<file path="src/rtl/contador_param.sv">
// WIDTH-bit up/down counter with step, load, hold and modulo-LIMIT modes; registered Q/RCO/LOAD.
// Optional macro CONTADOR_SAT_EN makes the step modes clamp at the rails instead of wrapping.
module contador_param #(
  parameter int WIDTH = 8,
  parameter int STEP  = 3
) (
  input  logic             clk,
  input  logic             RESET_N,
  input  logic             ENABLE,
  input  logic [2:0]       MODO,
  input  logic [WIDTH-1:0] D,
  input  logic [WIDTH-1:0] LIMIT,
  output logic [WIDTH-1:0] Q,
  output logic             RCO,
  output logic             LOAD
);

  typedef enum logic [2:0] {
    M_ADD_STEP = 3'b000,
    M_DEC      = 3'b001,
    M_INC      = 3'b010,
    M_LOAD     = 3'b011,
    M_SUB_STEP = 3'b100,
    M_HOLD     = 3'b101,
    M_MOD      = 3'b110,
    M_RSVD     = 3'b111
  } mode_e;

  typedef struct packed {
    logic [WIDTH-1:0] q;
    logic             flag;  // wrapped, or clamped when saturation is built in
  } res_t;

  localparam logic [WIDTH-1:0] STEP_W = WIDTH'(STEP);
  localparam logic [WIDTH-1:0] ONE_W  = WIDTH'(1);

  function automatic res_t add_op(input logic [WIDTH-1:0] a, input logic [WIDTH-1:0] inc);
    res_t           r;
    logic [WIDTH:0] sum;
    sum    = {1'b0, a} + {1'b0, inc};
    r.flag = sum[WIDTH];
`ifdef CONTADOR_SAT_EN
    r.q    = sum[WIDTH] ? '1 : sum[WIDTH-1:0];
`else
    r.q    = sum[WIDTH-1:0];
`endif
    return r;
  endfunction

  function automatic res_t sub_op(input logic [WIDTH-1:0] a, input logic [WIDTH-1:0] dec);
    res_t r;
    r.flag = (a < dec);
`ifdef CONTADOR_SAT_EN
    r.q    = r.flag ? '0 : a - dec;
`else
    r.q    = a - dec;
`endif
    return r;
  endfunction

  mode_e            mode;
  res_t             res;
  logic [WIDTH-1:0] q_next;
  logic             rco_next;
  logic             load_next;

  assign mode = mode_e'(MODO);

  always_comb begin
    // NOTE: every output of this block gets a default first so no path can infer a latch.
    q_next    = Q;
    rco_next  = 1'b0;
    load_next = 1'b0;
    res       = '0;
    if (ENABLE) begin
      case (mode)
        M_ADD_STEP: res = add_op(Q, STEP_W);
        M_INC:      res = add_op(Q, ONE_W);
        M_DEC:      res = sub_op(Q, ONE_W);
        M_SUB_STEP: res = sub_op(Q, STEP_W);
        M_LOAD:     res = '{q: D, flag: 1'b0};
        M_MOD: begin
          // Q >= LIMIT also covers entering the mode above LIMIT and LIMIT == 0.
          if (Q >= LIMIT) res = '{q: '0, flag: 1'b1};
          else            res = '{q: Q + ONE_W, flag: 1'b0};
        end
        M_HOLD, M_RSVD: res = '{q: Q, flag: 1'b0};
      endcase
      q_next    = res.q;
      rco_next  = res.flag;
      load_next = (mode == M_LOAD);
    end
  end

  always_ff @(posedge clk or negedge RESET_N) begin
    // NOTE: state registers use non-blocking assignments so all outputs update together.
    if (!RESET_N) begin
      Q    <= '0;
      RCO  <= 1'b0;
      LOAD <= 1'b0;
    end else begin
      Q    <= q_next;
      RCO  <= rco_next;
      LOAD <= load_next;
    end
  end

endmodule

</file>
<file path="config.mk">
export PLATFORM = sky130hd
export DESIGN_NAME = contador_param
export DESIGN_NICKNAME = d
export VERILOG_FILES = /design/src/rtl/contador_param.sv
export SDC_FILE = /design/constraint.sdc
export NUM_CORES = 1
export LEC_CHECK = 0
export BUFFER_PORTS_ARGS = -buffer_cell sky130_fd_sc_hd__buf_4
export CAP_MARGIN = 40
export CORE_MARGIN = 4
export CORE_UTILIZATION = 50
export DETAILED_ROUTE_END_ITERATION = 7
export PLACE_DENSITY = 0.82
export SKIP_LAST_GASP = 1
export SLEW_MARGIN = 20
export SYNTH_ARGS = -nofsm -noshare
export SYNTH_HDL_FRONTEND = slang
export SYNTH_SLANG_ARGS = --single-unit
</file>
<file path="constraint.sdc">
create_clock -name clk -period 2.2 [get_ports clk]
set_input_delay 0.11 -clock clk [delete_from_list [all_inputs] [get_ports clk]]
set_output_delay 0.11 -clock clk [all_outputs]
set_load 0.02 [all_outputs]
</file>
# Word level (Yosys, flattened, before mapping)
# Index checks and enable logic that the tools add are counted.
# op_classes
addsub,5
magnitude_cmp,3
n_eq_ne,7
mux,4
bitwise_logic,1
reduce_logical,3
# ops
op,n
$pmux W9 S7,1
$eq A3 B3 Y1 const B,4
$add A8 B1 Y9 const B,1
$add A8 B2 Y9 const B,1
$mux W9,1
$add A8 B1 Y8 const B,1
$ge A8 B8 Y1,1
$lt A8 B1 Y1 const B,1
$lt A8 B2 Y1 const B,1
$sub A8 B1 Y8 const B,1
$sub A8 B2 Y8 const B,1
$eq A3 B2 Y1 const B,2
$eq A3 B1 Y1 const B,1
$logic_not A3 Y1,1
$mux W1,2
$reduce_and A2 Y1,1
$reduce_or A2 Y1,1
$not A1 Y1,1
# word_totals
regBits,10
input_bits,22
out_inout_bits,10
word_cells,26

# Longest topological paths before layout
# Gate-level depths: netlist of the first run.
# logic_depth
word_depth,4
mapped_depth,9
depth_no_buf,7

# Least setup slack after synthesis of the first run
# Ideal clock, no wire load.
# synth_timing
path_type,register to register
from,reg Q[0]
to,reg Q[4]
setup_ns,0.136
arrival_time_ns,2.229
required_time_ns,2.064
slack_ns,-0.165
path_stages_with_launch,9
n_path_buf,2
period_less_slack_ns,2.365
cell_sequence,dfrtp_1 > clkbuf_1 > inv_1 > ha_1 > buf_1 > or4_1 > a31o_2 > a311oi_1 > nor3_1
# synth_via
elab_chain_len,3
word_cells_on_any_way,8
classes_between,add/sub: 5; order compare: 1; mux: 2
# synth_rtl
element,line_no,rtl
from (decl),13,"output logic [WIDTH-1:0] Q,"
from (signal assigned),102,Q <= q_next;
$add A8 B1 Y8 or $ge A8 B8 Y1 (tied branches),"85, 84",
$mux W9,84,"if (Q >= LIMIT) res = '{q: '0, flag: 1'b1};"
$pmux W9 S7 *,76,case (mode)
# Every way passes the cells marked *; elsewhere a longest branch is shown, timed or not.
# A chain may end at the register's enable or synchronous reset.

# Final worst setup path of the first run
# layout_timing
from,reg Q[4]
to,reg Q[7]
# The elaborated chain is that of the path after synthesis.

==> flow_summary.yaml, run 1 <==
finish:
  diodes: 0
  final_cell_mix: "buf_4 (44), o21ai_0 (17), nand2_1 (17), nor2_1 (15)"
  drive_gt1_share_pct: 24.6
  final_common_cell: "buf_4"
  final_area_mm2: 0.00178
  areaGrowthSynthToFinish_pct: 19.1
  fin_nets: 265
  fin_util_pct: 63.3
cts:
  cts_resized: 0
  cts_root_buffer: "clkbuf_4"
  path_clk_slew_ns: 0.07
  cts_htree_levels: 1
  clkSinkCount: 10
  clk_path_buf_depth: 2
  cts_buffers: 3
  clock_latency_ns: 0.27
  cts_tree: "done"
synth:
  netlist_area_mm2: 0.00149
  synth-seq-area-share_pct: 16.8
  synth-edff-count: 0
  syn_area_per_cell_um2: 7.34
  ys_warn_count: 0
  synthArstFlopShare_pct: 100
  synth_cells: 203
  syn_nets: 235
  synth_cell_type_count: 57
  ys.flop_type: "dfrtp_1"
  synth_seq_cells: 10
sta:
  setup_violations: 0
  max_slew.worst_pin.slew_ns: 0.641
  min_period_ns: 2.07
  hold_violations: 0
  max_freq_mhz: 483
  slew_headroom_pct: 57.0
  skew_ns: 0.00137
  period_share_pct: 94.1
  drv_slew: 0
  setup_tns_ns: 0
global_routing:
  grt_pass1_wl_mm: 7.07
  grt_use_total_pct: 21.6
  gr-total-overflow: 0
  grt_pass1_vias: 1500
  grt_antenna_before_repair: 0
  grt_max_degree: 27
floorplanning:
  die-height_um: 62.6
  die_w_um: 62.6
  num_io_pins: 32
  fp.coreArea_mm2: 0.00281
  std_cell_rows: 19
  fp.dieArea_mm2: 0.00392
  start_util_pct: 53.1
worst_setup_path:
  r2r_slack_ns: 0.13
  startpoint_type: "flop"
  cp.required_ns: 2.34
  critical_path_arrival_ns: 2.21
  critPathCaptureType: "flop"
  criticalPathCategory: "flop to flop"
  path_max_fanout: 8
place:
  dp_hpwl_mm: 3.13
  routabilityCongestion: 0.922
  dpl_cell_area_mm2: 0.00172
  portBuffers: 31
drt:
  vias: 1721
  drtAntennaViolNets: 0
  post-route-drc-count: 0
  drt_wl_total_mm: 4.21
  routedWlPerCell_um: 16.0
  drt_pre_antenna_iters: 4
  vias_per_cell: 6.54
  drt_iter0_markers: 169
hold_path:
  hp-class: "primary input to flop"
pwr:
  peakVddDrop_v: 0.000381
  p_per_area_mw_per_mm2: 762
  p_leak_uw: 0.000787
job:
  maxCapViolCount: 0
status:
  status: "finished clean"
flip-flops by register name, indices dropped and copies added (netlist names):
name	count
RCO	1
LOAD	1
Q	8
critical path, cell delays in order, from the launching register on:
cell and delay, ns:
dfrtp_1 0.48, or4_4 0.61, o311a_1 0.36, a2111oi_1 0.37
a211oi_1 0.13
routing by layer:
layer,share of wire [%],track usage [%],vias to the layer above
met2,46,34.2,101
met5,0,0,-
li1,-,-,823
met3,9.8,2.70,6
met1,43,29.8,791
met4,1.5,7.99,0
final timing paths:
| kind | from | to | cells after the start |
|---|---|---|---|
| max in group asynchronous | RESET_N | Q[0] | 2 |
| min | ENABLE | RCO | 2 |
| max | Q[4] | Q[7] | 4 |
| max reg2reg | Q[4] | Q[7] | 4 |
| min in group asynchronous | RESET_N | RCO | 2 |
| min reg2reg | Q[1] | Q[1] | 2 |
stage by stage:
step | setup slack (ns) | cells | hold WS (ns) | total power, µW
2_1_floorplan | 0.00900 | 203 | -0.186 | 889
3_3_place_gp | 0.140 | 257 | -0.0499 | 1160
3_5_place_dp | 0.132 | 257 | -0.0520 | 1160
4_1_cts | 0.100 | 262 | 0.153 | 1340
5_1_grt | -0.00576 | 263 | 0.157 | 1460
6_report | 0.130 | 263 | 0.155 | 1350
cell usage after synthesis, drive strengths merged (2+ instances only):
cell	count	share of area [%]
nand2	17	4.3
o21ai	17	5.7
nor2	15	3.8
a21oi	13	4.4
inv	13	3.3
buf	10	6.4
clkbuf	10	2.5
dfrtp	10	17
ha	10	8.4
o211ai	7	3.5
nand3	6	2.0
nor4	6	2.5
nand2b	4	1.7
nand4	4	1.7
nor3	4	1.3
or3	4	1.8
a211oi	3	1.5
a31oi	3	1.3
nor3b	3	1.5
o31ai	3	1.5
xor2	3	1.8
a2111oi	2	1.3
a22oi	2	1.3
and2	2	0.84
and3	2	0.92
nor4b	2	1.2
o2111ai	2	1.2
o21a	2	1.0
o221ai	2	1.2
or4	2	1.3
xnor2	2	1.2
kinds of logic (layout without fill, tap and decap cells):
| group | after synthesis | after routing | synth area share (%) |
|---|---|---|---|
| simple gates | 75 | 75 | 27.0 |
| xor+xnor | 5 | 5 | 2.94 |
| fa+ha+maj | 11 | 11 | 9.07 |
| flops | 10 | 10 | 16.8 |
| compound gates | 69 | 69 | 32.0 |
| buf+inv | 33 | 62 | 12.2 |
what timing repair did:
item                                    in CTS  in global routing
endpoints found under the setup margin       0                  4
setup buffers                                0                  1
endpoints found under the hold margin       10                  0
hold buffers                                 1                  0
final cells by class:
type | count | area, µm²
repair buffers | 45 | 340
flip-flops and latches | 10 | 253
inverters | 13 | 48.8
multi-input cells | 160 | 1060
clock buffers | 4 | 36.3
well taps | 31 | 38.8
fillers | 276 | 1030
power breakdown:
group          total, µW  leakage, µW  internal, µW  switching (µW)
sequential           286     0.000124           231            55.5
combinational        896     0.000642           387             509
clock                171    0.0000210           101            70.7
total               1350     0.000787           718             635
Power figures use the tool's default switching activity.
==> run 2, diff against run 1 <==
- CELL_PAD_IN_SITES_DETAIL_PLACEMENT: unset -> 0
- CELL_PAD_IN_SITES_GLOBAL_PLACEMENT: unset -> 1
- CORE_UTILIZATION: 50 -> 39
- PLACE_DENSITY: 0.82 -> 0.85
- clock period: 2.2 -> 2.19 ns (I/O delays scaled with it)
==> run 2 against run 1 <==
Compared with the run above: clock skew rose by 0.0032 ns; sequential cell count did not move; global-route usage shrank 3.2 points; critical path type unchanged; highest routed layer unchanged.
==> flow_summary.yaml, run 2 (same netlist as run 1, synthesis figures left out) <==
status:
  status: "finished clean"
finish:
  fin_util_pct: 49.3
  largest_reg_flops: 8
  final_common_cell: "buf_4"
  top_register: "Q"
  reg_top3: "Q x8, LOAD x1, RCO x1"
  layout.cells.non_filler: 280
  areaGrowthSynthToFinish_pct: 21.9
  fin_nets: 265
  drive_gt1_share_pct: 25.0
  fillCellCount: 382
  final_cell_mix: "buf_4 (44), o21ai_0 (17), nand2_1 (17), nor2_1 (15)"
  diodes: 0
drt:
  drtAntennaViolNets: 0
  drt_iter0_markers: 138
  routedWlPerCell_um: 16.1
  vias_per_cell: 6.08
  drt_pre_antenna_iters: 4
  drt_wl_total_mm: 4.52
  vias: 1702
  post-route-drc-count: 0
worst_setup_path:
  startpoint_type: "flop"
  critPathCaptureType: "flop"
  crit_start: "Q[7]"
  critical_path_arrival_ns: 2.18
  criticalPathCategory: "flop to flop"
  path_max_fanout: 9
  cp.required_ns: 2.32
  r2r_start: "Q[7]"
cts:
  clock_latency_ns: 0.23
  cts_tree: "done"
  clk_path_buf_depth: 2
  path_clk_slew_ns: 0.05
  cts_htree_levels: 1
  cts_root_buffer: "clkbuf_8"
  cts_buffers: 3
  clkSinkCount: 10
global_routing:
  grt_pass1_wl_mm: 7.53
  grt_antenna_before_repair: 0
  grt_pass1_vias: 1536
  grt_use_total_pct: 18.4
  grt_use_met1_pct: 25.7
  grtUsageMet3_pct: 2.17
  gr-max-usage-layer: "met2"
  grt_max_degree: 27
  gr-total-overflow: 0
  gr-usage-met2_pct: 29.4
sta:
  period_share_pct: 93.7
  setup_violations: 0
  drv_slew: 0
  rsz0062_at_grt: "false"
  max_freq_mhz: 487
  slew_headroom_pct: 62.8
  setup_tns_ns: 0
  skew_ns: 0.00461
  min_period_ns: 2.05
  hold_violations: 0
  max_slew.worst_pin.slew_ns: 0.557
hold_path:
  hp-class: "primary input to flop"
  worstHoldStart: "ENABLE"
place:
  placed_cells: 274
  dp_hpwl_mm: 3.35
  portBuffers: 31
  routabilityCongestion: 0.905
floorplanning:
  num_io_pins: 32
  std_cell_rows: 22
  die_w_um: 69.8
  fp.dieArea_mm2: 0.00487
  die-height_um: 69.8
  start_util_pct: 40.4
  fp.coreArea_mm2: 0.00369
pwr:
  p_per_area_mw_per_mm2: 778
  peakVddDrop_v: 0.000204
  p_leak_uw: 0.000795
job:
  maxCapViolCount: 0
-- run 2: cell counts in the layout (fill, tap and decap cells not counted) --
No cell type changed its count.
-- run 2: area by class of cell --
cell class                 instances  area [µm²]  share of cell area, %
timing repair buffer              45         340                   18.7
tap                               48        60.1                   3.31
inverter                          13        48.8                   2.69
sequential                        10         254                   14.0
multi-input combinational        160        1060                   58.3
clock buffer                       4        55.1                   3.03
-- run 2: final timing paths --
kind	endpoint	slack [ns]	cells after the start
min in group asynchronous	RCO	0.25	2
hold / removal	RCO	0.20	2
setup reg to reg	Q[6]	0.14	7
max in group asynchronous	Q[1]	1.78	2
hold reg to reg	Q[1]	0.55	2
setup / recovery	Q[6]	0.14	7
-- run 2: report_power, final --
group	switching [µW]	internal [µW]	total, µW	leakage [µW]
registers	49.5	234	283	0.000123
clock network	74.7	158	233	0.0000288
logic	518	380	898	0.000643
total	642	772	1410	0.000795
-- run 2: repair_timing --
action / CTS / global route
setup buffers: 0 / 1
resized for setup: 0 / 1
hold endpoints to repair: 10 / 0
endpoints found under the setup margin: 0 / 6
hold buffers: 1 / 0
-- run 2: through the flow --
| stage | hold WS, ns | setup slack, ns | cell area [µm²] | power (µW) |
|---|---|---|---|---|
| 2_1_floorplan | -0.186 | 0.00456 | 1500 | 896 |
| 3_3_place_gp | -0.0481 | 0.0149 | 1740 | 1170 |
| 3_5_place_dp | -0.0512 | 0.0336 | 1740 | 1170 |
| 4_1_cts | 0.198 | 0.0276 | 1810 | 1410 |
| 5_1_grt | 0.211 | 0.0461 | 1820 | 1540 |
| 6_report | 0.203 | 0.138 | 1820 | 1410 |
-- run 2: layer usage --
layer / share of wire [%] / vias up
met5: 0 / -
met4: 1.6 / 0
met2: 48 / 76
li1: - / 818
met3: 7.6 / 6
met1: 43 / 802
-- run 2: critical path: stages (launching register included) --
cell	delay, ns
dfrtp_1	0.38
ha_1	0.30
and3_1	0.18
a221o_1	0.35
a22oi_2	0.14
buf_4	0.19
nand3_1	0.09
a211oi_1	0.31
